===== config.mk =====
export PLATFORM = sky130hd
export DESIGN_NAME = frame_filter_scheduler
export DESIGN_NICKNAME = d
export VERILOG_FILES = /design/src/rtl/frame_filter_scheduler.sv
export SDC_FILE = /design/constraint.sdc
export NUM_CORES = 1
export LEC_CHECK = 0
export BUFFER_PORTS_ARGS = -buffer_cell sky130_fd_sc_hd__buf_4
export CAP_MARGIN = 10
export CELL_PAD_IN_SITES_DETAIL_PLACEMENT = 1
export CELL_PAD_IN_SITES_GLOBAL_PLACEMENT = 2
export CORE_MARGIN = 2
export CORE_UTILIZATION = 24
export DETAILED_ROUTE_END_ITERATION = 12
export GPL_TIMING_DRIVEN = 0
export PLACE_DENSITY_LB_ADDON = 0.1
export SYNTH_ARGS = -nofsm -noshare
export SYNTH_HDL_FRONTEND = slang
export SYNTH_SLANG_ARGS = --single-unit

===== constraint.sdc =====
create_clock -name clk -period 1.7 [get_ports clk]
set_input_delay 0.085 -clock clk [delete_from_list [all_inputs] [get_ports clk]]
set_output_delay 0.085 -clock clk [all_outputs]
set_load 0.005 [all_outputs]

===== src/rtl/frame_filter_scheduler.sv =====
// ---------------------------------------------------------------------------
// frame_filter_scheduler
//
// Purpose:
//   Routes a camera RGB565 write stream either straight into the frame buffer
//   (bypass) or through an external Sobel edge-filter engine, and can hold
//   ("freeze") the frame buffer. Path and freeze changes are taken only at a
//   frame start (a camera write to address 0). Leaving the filter path goes
//   through a drain phase so that the filter's in-flight pixels still land in
//   the frame buffer. The drain ends when the filter writes the last pixel of
//   the frame, or when a cycle budget runs out.
//
// Parameters:
//   IMG_WIDTH      pixels per line
//   IMG_HEIGHT     lines per frame
//   DRAIN_TIMEOUT  maximum number of cycles spent draining
//
// Optional feature (compile-time macro FRAME_CNT_EN):
//   When defined, adds the output frame_cnt, an 8-bit wrapping count of frame
//   buffer writes to the last pixel address. When undefined, the port and
//   its logic are absent.
//
// Ports:
//   clk                         sole clock, rising edge
//   reset                       synchronous, active-low (0 = reset)
//   we_in/wAddr_in/wData_in     camera write stream (in)
//   mode_req                    0 = bypass, 1 = edge filter (sampled at FS)
//   freeze_req                  1 = hold frame buffer (sampled at FS)
//   flt_we_in/_wAddr_in/_wData_in    stream to the filter engine (out)
//   flt_we_out/_wAddr_out/_wData_out stream from the filter engine (in)
//   fb_we/fb_wAddr/fb_wData     frame-buffer write port (out)
//   frame_cnt                   completed-frame counter (FRAME_CNT_EN only)
//   mode_active                 1 while the filter path is live
//   frozen                      1 while the frame buffer is held
//   busy                        1 while draining the filter
//
// All outputs are registered. Write ports carry address/data 0 whenever
// their write enable is 0.
// ---------------------------------------------------------------------------
module frame_filter_scheduler #(
  parameter int IMG_WIDTH     = 320,
  parameter int IMG_HEIGHT    = 240,
  parameter int DRAIN_TIMEOUT = 1280
) (
  input  logic        clk,
  input  logic        reset,
  input  logic        we_in,
  input  logic [16:0] wAddr_in,
  input  logic [15:0] wData_in,
  input  logic        mode_req,
  input  logic        freeze_req,
  output logic        flt_we_in,
  output logic [16:0] flt_wAddr_in,
  output logic [15:0] flt_wData_in,
  input  logic        flt_we_out,
  input  logic [16:0] flt_wAddr_out,
  input  logic [15:0] flt_wData_out,
  output logic        fb_we,
  output logic [16:0] fb_wAddr,
  output logic [15:0] fb_wData,
`ifdef FRAME_CNT_EN
  output logic [7:0]  frame_cnt,
`endif
  output logic        mode_active,
  output logic        frozen,
  output logic        busy
);

  // Address of the final pixel of a frame.
  localparam logic [16:0] LAST = 17'(IMG_WIDTH * IMG_HEIGHT - 1);

  // The drain counter only has to reach DRAIN_TIMEOUT-1.
  localparam int CNT_W = (DRAIN_TIMEOUT > 1) ? $clog2(DRAIN_TIMEOUT) : 1;
  localparam logic [CNT_W-1:0] CNT_LAST = CNT_W'(DRAIN_TIMEOUT - 1);

  typedef enum logic [1:0] {
    ST_BYP   = 2'd0,
    ST_FLT   = 2'd1,
    ST_DRAIN = 2'd2,
    ST_FROZ  = 2'd3
  } state_t;

  state_t           state_reg, state_next;
  logic             target_froz_reg, target_froz_next;
  logic [CNT_W-1:0] drain_cnt_reg, drain_cnt_next;

  logic             fb_we_reg, fb_we_next;
  logic [16:0]      fb_addr_reg, fb_addr_next;
  logic [15:0]      fb_data_reg, fb_data_next;
  logic             flt_we_reg, flt_we_next;
  logic [16:0]      flt_addr_reg, flt_addr_next;
  logic [15:0]      flt_data_reg, flt_data_next;
  logic             mode_active_reg, frozen_reg, busy_reg;

  // Routing decisions for the current cycle.
  logic             cam_to_fb;
  logic             cam_to_flt;
  logic             filt_to_fb;

  logic             fs;
  logic             last_seen;

  assign fs        = we_in && (wAddr_in == 17'd0);
  assign last_seen = flt_we_out && (flt_wAddr_out == LAST);

  // -------------------------------------------------------------------------
  // Next-state and routing
  // -------------------------------------------------------------------------
  always_comb begin
    state_next       = state_reg;
    target_froz_next = target_froz_reg;
    drain_cnt_next   = '0;
    cam_to_fb        = 1'b0;
    cam_to_flt       = 1'b0;
    filt_to_fb       = 1'b0;
    fb_we_next       = 1'b0;
    fb_addr_next     = '0;
    fb_data_next     = '0;
    flt_we_next      = 1'b0;
    flt_addr_next    = '0;
    flt_data_next    = '0;

    case (state_reg)
      ST_BYP: begin
        // Freeze outranks a path change; the FS pixel is dropped on freeze
        // and handed to the filter on a switch to the filter path.
        if (fs && freeze_req) begin
          state_next = ST_FROZ;
        end else if (fs && mode_req) begin
          state_next = ST_FLT;
          cam_to_flt = 1'b1;
        end else begin
          cam_to_fb = 1'b1;
        end
      end

      ST_FLT: begin
        filt_to_fb = 1'b1;
        if (fs && (freeze_req || !mode_req)) begin
          // Remember where to go once the filter has drained; the FS pixel
          // belongs to the new frame and is not sent into the filter.
          state_next       = ST_DRAIN;
          target_froz_next = freeze_req;
        end else begin
          cam_to_flt = 1'b1;
        end
      end

      ST_DRAIN: begin
        // Camera traffic is discarded; the filter keeps writing the buffer,
        // including the last-pixel write that ends the drain.
        filt_to_fb = 1'b1;
        if (last_seen || (drain_cnt_reg == CNT_LAST)) begin
          state_next = target_froz_reg ? ST_FROZ : ST_BYP;
        end else begin
          drain_cnt_next = drain_cnt_reg + 1'b1;
        end
      end

      ST_FROZ: begin
        if (fs && !freeze_req) begin
          if (mode_req) begin
            state_next = ST_FLT;
            cam_to_flt = 1'b1;
          end else begin
            state_next = ST_BYP;
            cam_to_fb  = 1'b1;
          end
        end
      end

      default: begin
        state_next = ST_BYP;
      end
    endcase

    // Camera and filter sources never target the frame buffer together.
    if (cam_to_fb && we_in) begin
      fb_we_next   = 1'b1;
      fb_addr_next = wAddr_in;
      fb_data_next = wData_in;
    end else if (filt_to_fb && flt_we_out) begin
      fb_we_next   = 1'b1;
      fb_addr_next = flt_wAddr_out;
      fb_data_next = flt_wData_out;
    end

    if (cam_to_flt && we_in) begin
      flt_we_next   = 1'b1;
      flt_addr_next = wAddr_in;
      flt_data_next = wData_in;
    end
  end

  // -------------------------------------------------------------------------
  // State register
  // -------------------------------------------------------------------------
  always_ff @(posedge clk) begin
    if (!reset) begin
      state_reg       <= ST_BYP;
      target_froz_reg <= 1'b0;
      drain_cnt_reg   <= '0;
    end else begin
      state_reg       <= state_next;
      target_froz_reg <= target_froz_next;
      drain_cnt_reg   <= drain_cnt_next;
    end
  end

  // -------------------------------------------------------------------------
  // Output registers. Status flags follow the state register, so they move
  // one cycle after the state itself changes.
  // -------------------------------------------------------------------------
  always_ff @(posedge clk) begin
    if (!reset) begin
      fb_we_reg       <= 1'b0;
      fb_addr_reg     <= '0;
      fb_data_reg     <= '0;
      flt_we_reg      <= 1'b0;
      flt_addr_reg    <= '0;
      flt_data_reg    <= '0;
      mode_active_reg <= 1'b0;
      frozen_reg      <= 1'b0;
      busy_reg        <= 1'b0;
    end else begin
      fb_we_reg       <= fb_we_next;
      fb_addr_reg     <= fb_addr_next;
      fb_data_reg     <= fb_data_next;
      flt_we_reg      <= flt_we_next;
      flt_addr_reg    <= flt_addr_next;
      flt_data_reg    <= flt_data_next;
      mode_active_reg <= (state_reg == ST_FLT);
      frozen_reg      <= (state_reg == ST_FROZ);
      busy_reg        <= (state_reg == ST_DRAIN);
    end
  end

`ifdef FRAME_CNT_EN
  // Counts frames as they complete in the frame buffer, i.e. on the
  // registered write of the last pixel address.
  logic [7:0] frame_cnt_reg;

  always_ff @(posedge clk) begin
    if (!reset) begin
      frame_cnt_reg <= 8'd0;
    end else if (fb_we_reg && (fb_addr_reg == LAST)) begin
      frame_cnt_reg <= frame_cnt_reg + 8'd1;
    end
  end

  assign frame_cnt = frame_cnt_reg;
`endif

  assign fb_we        = fb_we_reg;
  assign fb_wAddr     = fb_addr_reg;
  assign fb_wData     = fb_data_reg;
  assign flt_we_in    = flt_we_reg;
  assign flt_wAddr_in = flt_addr_reg;
  assign flt_wData_in = flt_data_reg;
  assign mode_active  = mode_active_reg;
  assign frozen       = frozen_reg;
  assign busy         = busy_reg;

endmodule


# Yosys cells after proc, flatten, opt, wreduce, memory -nomap -nowiden
# Index checks and enable logic that the tools add are counted.
[word_totals]
wordCells = 71
regBits = 85
out_inout_bits = 71
inputBits = 72
[classes]
muxes = 27
n_addsub = 1
n_bitwise = 2
n_reduce_logical = 20
n_eq_ne = 9
[ops]
columns = ["op", "count"]
rows = [
  ["two-way mux 17 bit", 2],
  ["two-way mux 16 bit", 2],
  ["== test 17 bit (second input constant)", 1],
  ["logical NOT 17 bit", 1],
  ["two-way mux 1 bit", 14],
  ["two-way mux 2 bit", 6],
  ["adder 11 x 1 -> 11 bit (second input constant)", 1],
  ["== test 11 bit (second input constant)", 1],
  ["logical AND 1 bit", 9],
  ["one-hot mux 2 bit (4 select lines)", 1],
  ["!= test 2 bit (second input constant)", 3],
  ["== test 2 bit (second input constant)", 2],
  ["AND reduction 2 bit", 2],
  ["AND reduction 4 bit", 1],
  ["!= test 3 bit (second input constant)", 1],
  ["one-hot mux 1 bit (3 select lines)", 1],
  ["OR reduction 3 bit", 1],
  ["== test 2 x 1 -> 1 bit (second input constant)", 1],
  ["logical NOT 1 bit", 2],
  ["logical NOT 2 bit", 1],
  ["logical OR 1 bit", 2],
  ["NOT 1 bit", 2],
  ["one-hot mux 1 bit (2 select lines)", 1],
  ["OR reduction 2 bit", 1],
]

# Depth between registers and ports, before layout
# Gate-level depths: netlist of the first run.
[depth]
ltp_word = 8
mapped_depth = 8
ltp_nobuf = 7

# Least setup slack after synthesis of the first run
# Ideal clock, no wire load.
[synth_path]
path_type = "register -> register"
start = "register state_reg[0]"
end = "register state_reg[0]"
path_stages_with_launch = 8
synth_period_minus_slack_ns = 1.873
n_path_buf = 0
required_ns = 1.581
setup_slack_ns = -0.173
setup_time_ns = 0.119
arrival_time_ns = 1.753
path_cell_list = "dfxtp_1 inv_1 ha_1 or2_2 a21boi_0 a211o_1 a211o_1 mux2i_1"
[synth_between]
elab_chain_cells = 3
word_cells_on_any_way = 10
cone_classes = "eq/ne (7); mux (1); reduce/logical (2)"
[synth_rtl]
columns = ["item", "line", "rtl"]
rows = [
  ["from (decl)", "83", "state_t state_reg, state_next;"],
  ["from (signal assigned)", "204", "state_reg <= state_next;"],
  ["== test 2 bit, or another cell as far along", "123", "case (state_reg)"],
  ["!= test 2 bit (no line) / != test 3 bit (equally long branches)", "--", ""],
  ["AND reduction 4 bit (no line)", "--", ""],
]
# Several ways; a longest one is shown, not always the timed one.
# A chain may end at the register's enable or synchronous reset.

# Worst setup path after layout of the first run
[layout_path]
start = "register state_reg[1]"
end = "register state_reg[0]"
# Same word-level chain as after synthesis.

==> results of run 1 <==
## kinds of logic after synthesis
kind of cell | Yosys count
and+or+nand+nor | 93
DFF | 85
AOI/OAI and AO/OA | 46
buffers and inverters | 16
xor gates and xnor gates | 9
adders and majority gates | 5
muxes | 3
## final timing paths
check / from / to / cells past startpoint
worst max-delay path: state_reg[1] / state_reg[0] / 7
worst min-delay path: reset / state_reg[1] / 3
worst max register to register: state_reg[1] / state_reg[0] / 7
worst min register to register: drain_cnt_reg[0] / drain_cnt_reg[0] / 1
## worst max-delay path, cell delays in order, from the launching register on
cell,delay (ns)
dfxtp_4,0.37
inv_4,0.05
ha_4,0.15
or2_4,0.24
a21boi_1,0.13
a211o_1,0.23
a211o_1,0.28
mux2i_1,0.13
## routing by layer
metal | up-vias | share of wire, %
met2 | 94 | 48
met1 | 1282 | 44
met5 | - | 0
met3 | 13 | 5.6
li1 | 1358 | -
met4 | 0 | 2.0
## power breakdown
group	internal, W	leakage, nW	switching, W
sequential	0.00202	0.692	0.00000907
combinational	0.000284	1.55	0.000140
clock	0.00120	0.147	0.000774
total	0.00351	2.39	0.000923
## what timing repair did
action,CTS,global route
resized for setup,24,14
hold endpoints to repair,63,2
buffers inserted,8,3
pin swaps,7,9
hold buffers,68,1
endpoints found under the setup margin,80,76
gates cloned,1,0
## per-stage QoR
stage               instances  TNS [ns]  utilization (%)  total power, W
finish                    639   -0.0155             45.0         0.00443
global route              639    -0.983             45.0         0.00462
CTS                       635     -2.71             44.4         0.00449
detailed placement        545    -47.21             34.9         0.00237
global placement          545    -46.15             34.9         0.00236
floorplan                 257         0                -         0.00214
## cell usage after synthesis (all sizes together)
cell type,count
nor3,5
nand2,12
mux2i,3
o31ai,1
and3,4
or2,2
nand4b,2
o41ai,1
a21boi,2
nor2,17
xnor2,6
a211o,2
o31a,2
xor2,3
and2b,1
a21oi,2
o32ai,1
a22o,33
nor4b,1
inv,4
nor4,6
buf,8
nand3,3
and2,36
nand2b,1
dfxtp,85
nand4,3
ha,5
clkbuf,4
o21ba,1
a221o,1
## layout make-up
cell class	instances	area [sq um]	area share (%)
Timing Repair Buffer	222	1850	34.7
Multi-Input combinational cell	156	1190	22.2
Clock inverter	4	47.5	0.890
Inverter	4	20.0	0.375
Sequential cell	85	1710	32.0
Tap cell	147	184	3.44
Buffer	10	86.3	1.62
Clock buffer	11	253	4.73
==> metrics.md, run 1 <==
| Metric | Value |
|---|---|
| Post-DRT Antenna Nets | 0 |
| Starting density of the core | 24.4% |
| Fraction of the cycle the final worst path needs | 101% |
| Dominant combinational cell family by area after synthesis | simple AND/OR/NAND/NOR gates |
| Commonest non-fill, non-tap cells in the layout | buf_4 (151), dfxtp_1 (83), dlygate4sd3_1 (69) |
| Count of boundary I/O pins | between 100 and 150 |
| Worst slew margin | roughly 70% |
| HPWL after DPL | ~7.0 mm |
| Worst slew pin tran | approximately 0.45 ns |
| Power per standard cell area | 830 nW/um^2 |
| Initial DRT Pass Iterations | 4 |
| Vias | 2747 |
| Run status | finished with violations |
| Cell at the root of the clock tree | clkbuf_16 |
| Fin nets | roughly 570 |
| Via density per instance | 4.30 |
| Static Leakage | 2.39 nW |
| Die Outline Area | 12900 sq um |
| Leading area contributor after synthesis | dfxtp_1 |
| Max capacitance violation total | 0 |
| Count of fill cells added during filler insertion | 1312 |
| Via count of the first global-routing pass | between 2000 and 3000 |
| Req. time, crit path | 1.92 ns |
| Final critical-path required period | roughly 1.7 ns |
| Area added between synthesis and finish | 84.8% |
| First-iteration detailed-routing DRC count | 138 |
| Setup repair after global routing missed its margin | true |
| Wire length of the first global-routing pass | 15.7 mm |
| # diodes | 0 |
| Horizontal die dimension | roughly 110 um |
| Mux cell area share after synthesis | 1.04% |
| Worst setup skew after layout | 0.00468 ns |
| DR DRC count | 0 |
| Clock Latency Late Sink | 0.34 ns |
| Count of clock tree sinks | 85 |
| H-tree levels | 3 |
| Clock buffer count from CTS | 9 |
| Worst Hold Class | in -> reg |
| Deepest clock path buffer count | 2 |
| CTS tree | built |
| Sequential area share after synthesis | 58.8% |
| Leading cell type in the layout, fill and taps excluded | buf_4 |
| CP Class | reg -> reg |
| Busiest layer in global routing | met2 |
| Placement row count | 40 |
| Number of different library cells in the post-synthesis netlist | 36 |
| Simple-gate share of the synthesized area | around 18% |
| Element type at the critical path start | flip-flop |
| Remaining Overflow, GRT | 0 |
| Worst vdd rail ir drop | 0.442 mV |
| Global routing usage on met1 | 20.1% |
| Clock input transition at the sequential cells of the worst setup and hold paths | 0.06 ns |
| Synth Register Bits | between 80 and 90 |
| Reg2Reg Setup Slack | -0.009 ns |
| Setup violation total in the final timing report | 2 |
| Maximum fanout along the worst path | 4 |
| Final Cell Area | 5340 sq um |
| DRT Wirelength | 10.3 mm |
| Area of the mapped netlist | 2890 sq um |
| Number of antenna violations at the first check in global routing | 0 |
| Final GP Congestion | 0.728 |
| DP Area | 4140 sq um |
| Arrival time worst endpoint | 1.93 ns |
| Synthesized-area fraction occupied by xor and xnor cells | 2.73% |
| Max-slew violation count | 0 |
| Post-Synthesis Cells | 257 |
| Post-route worst hold slack | 0.0114 ns |
| Max Freq | between 0.5 and 0.6 GHz |
| Overall die height | 114 um |
| Proportion of layout cells with a drive suffix above 1 | between 40% and 50% |
| Compound-Gate Fraction of Synth Area | between 10% and 20% |
| Top cell type's share of synthesized area | 58.8% |
| Count of final hold-check violations | 0 |
| Syn_nets | 334 |
| Maximum number of pins on one net before global-route repair | 14 |
| Setup slack after placement | -0.758 ns |
| Top cells by area, synth | dfxtp_1 (59%), a22o_1 (10%), and2_1 (7.8%), nor2_1 (2.2%), ha_1 (2.2%) |
| GRT Total Usage | 16.1% |
| Adder-cell area share of the yosys netlist | 2.16% |
| Core box area | 11900 sq um |
| Met2 track demand over resource in global routing | 26.8% |
| Input/output buffers | ~140 |
| Post-Synthesis Mean Instance Area | 11.3 sq um |
| Worst path setup slack after routing | -0.00877 ns |
| Global routing usage on met3 | 3.19% |
| Violated checks | negative setup slack |
| Avg WL per Cell | roughly 16 um |
| Warning count from the yosys run | 0 |
| Critical path endpoint category | flip-flop |
Power figures use the tool's default switching activity.
==> inputs of run 2 (changes only) <==
--- a/config.mk
+++ b/config.mk
@@ -12,7 +12,7 @@
 export CORE_MARGIN = 2
 export CORE_UTILIZATION = 24
 export DETAILED_ROUTE_END_ITERATION = 12
-export GPL_TIMING_DRIVEN = 0
+export GPL_TIMING_DRIVEN = 1
 export PLACE_DENSITY_LB_ADDON = 0.1
 export SYNTH_ARGS = -nofsm -noshare
 export SYNTH_HDL_FRONTEND = slang
==> metrics.md, run 2 (synthesis results as in run 1) <==
| Metric | Value |
|---|---|
| Critical path endpoint category | flip-flop |
| Wire length of the first global-routing pass | around 16 mm |
| Arrival time worst endpoint | 1.93 ns |
| Max capacitance violation total | 0 |
| Reg2Reg Capture Point | state_reg[0] |
| Proportion of layout cells with a drive suffix above 1 | 42.4% |
| Count of fill cells added during filler insertion | 1309 |
| First-iteration detailed-routing DRC count | 107 |
| DR DRC count | 0 |
| # diodes | 0 |
| Setup slack after placement | -0.241 ns |
| Setup total negative slack | 0 ns |
| Deepest clock path buffer count | 2 |
| Fraction of the cycle the final worst path needs | 99.9% |
| Element type at the critical path start | input pin |
| Post-DRT Antenna Nets | 0 |
| CP Class | in -> reg |
| Clock input transition at the sequential cells of the worst setup and hold paths | 0.06 ns |
| Core box area | 11900 sq um |
| Initial DRT Pass Iterations | 4 |
| Cell at the root of the clock tree | clkbuf_16 |
| Starting density of the core | 24.4% |
| Die Outline Area | between 10000 and 15000 sq um |
| Area added between synthesis and finish | 82.4% |
| Count of final hold-check violations | 0 |
| Via density per instance | 4.33 |
| Run status | finished clean |
| Endpoint of the worst hold path | frozen |
| Final critical-path required period | 1.70 ns |
| Power per standard cell area | 836 nW/um^2 |
| Final GP Congestion | 0.747 |
| Static Leakage | 2.42 nW |
| Remaining Overflow, GRT | 0 |
| Maximum number of pins on one net before global-route repair | 23 |
| Worst slew pin tran | 0.362 ns |
| Max-slew violation count | 0 |
| Max Freq | 0.589 GHz |
| Placement row count | 40 |
| Clock buffer count from CTS | 9 |
| WL met2 | around 5 mm |
| GRT Total Usage | between 10% and 20% |
| Req. time, crit path | 1.93 ns |
| Number of antenna violations at the first check in global routing | 0 |
| Fin nets | about 570 |
| Worst slew margin | 75.7% |
| Leading cell type in the layout, fill and taps excluded | buf_4 |
| Via count of the first global-routing pass | 2955 |
| M1 WL | 4.37 mm |
| Final core utilization | between 40% and 50% |
| Overall die height | 114 um |
| Avg WL per Cell | 16.0 um |
| Setup repair after global routing missed its margin | true |
| Maximum fanout along the worst path | 6 |
| Startpoint of the worst register-to-register path | state_reg[0] |
| Worst path setup slack after routing | 0.00197 ns |
| Horizontal die dimension | between 100 and 150 um |
| Instance count along the most critical hold path | 2 |
| Count of boundary I/O pins | 143 |
| HP Start | reset |
| Setup violation total in the final timing report | 0 |
| Clock Latency Late Sink | between 0.3 and 0.4 ns |
| DRT Wirelength | 10.3 mm |
| Input/output buffers | 142 |
| Vias | 2770 |
| Count of clock tree sinks | 85 |
| Worst Hold Class | in -> reg |
| HPWL after DPL | 7.50 mm |
| Reg2Reg Setup Slack | 0.04 ns |
| CTS tree | built |
| Worst reg2reg path depth | 8 |
| H-tree levels | 3 |
| Highest routed metal layer | met4 |
| Worst vdd rail ir drop | 0.375 mV |
| DR WL met3 | between 700 and 800 um |
| Commonest non-fill, non-tap cells in the layout | buf_4 (171), dfxtp_1 (83), dlygate4sd3_1 (56) |
| Worst setup skew after layout | 0.00622 ns |
| Post-route worst hold slack | 0.0338 ns |
run 2: area by class of cell:
type	count	area, sq um	share of cell area [%]
clock buffers	11	243	4.60
clock inverters	4	48.8	0.925
inverters	4	15.0	0.285
multi-input cells	156	1140	21.7
flip-flops and latches	85	1700	32.3
well taps	147	184	3.49
repair buffers	233	1940	36.7
run 2: worst max-delay path, cell delays in order:
cell and delay, ns:
dlygate4sd3_1 0.53, buf_4 0.15, nand4b_2 0.24, buf_4 0.20, o31a_2 0.28, a211o_1 0.31
mux2i_1 0.13
run 2: metal layers:
layer	GRT usage, %	up-vias
met4	5.69	0
met3	6.27	14
met2	27.4	94
met5	0	-
li1	-	1360
met1	19.1	1302
run 2: report_power, final:
group | internal (W) | switching, W | total (W)
clock | 0.00117 | 0.000791 | 0.00196
sequential | 0.00203 | 0.00000998 | 0.00204
combinational | 0.000281 | 0.000136 | 0.000417
run 2: worst max path at each step:
stage | startpoint | endpoint | cells after the start | slack, ns
floorplan | state_reg[0] | state_reg[0] | 7 | 0.002
global placement | wAddr_in[13] | flt_wData_in[14] | 8 | -0.24
detailed placement | wAddr_in[13] | flt_wAddr_in[4] | 8 | -0.24
CTS | state_reg[0] | state_reg[0] | 7 | -0.01
global route | state_reg[1] | state_reg[1] | 8 | -0.06
finish | wAddr_in[12] | state_reg[0] | 7 | 0.002
run 2: per-stage QoR:
step	instance area (sq um)	std cells	total power [W]
after floorplan	2900	257	0.00214
after global placement	4360	568	0.00239
after detailed placement	4360	568	0.00239
after CTS	5250	640	0.00448
after global routing	5280	640	0.00461
final	5280	640	0.00441
run 2: what timing repair did:
action	4_1_cts	5_1_grt
endpoints found under the setup margin	13	62
hold endpoints to repair	56	0
buffers inserted	1	0
resized for setup	7	6
pin swaps	2	3
hold buffers	56	0
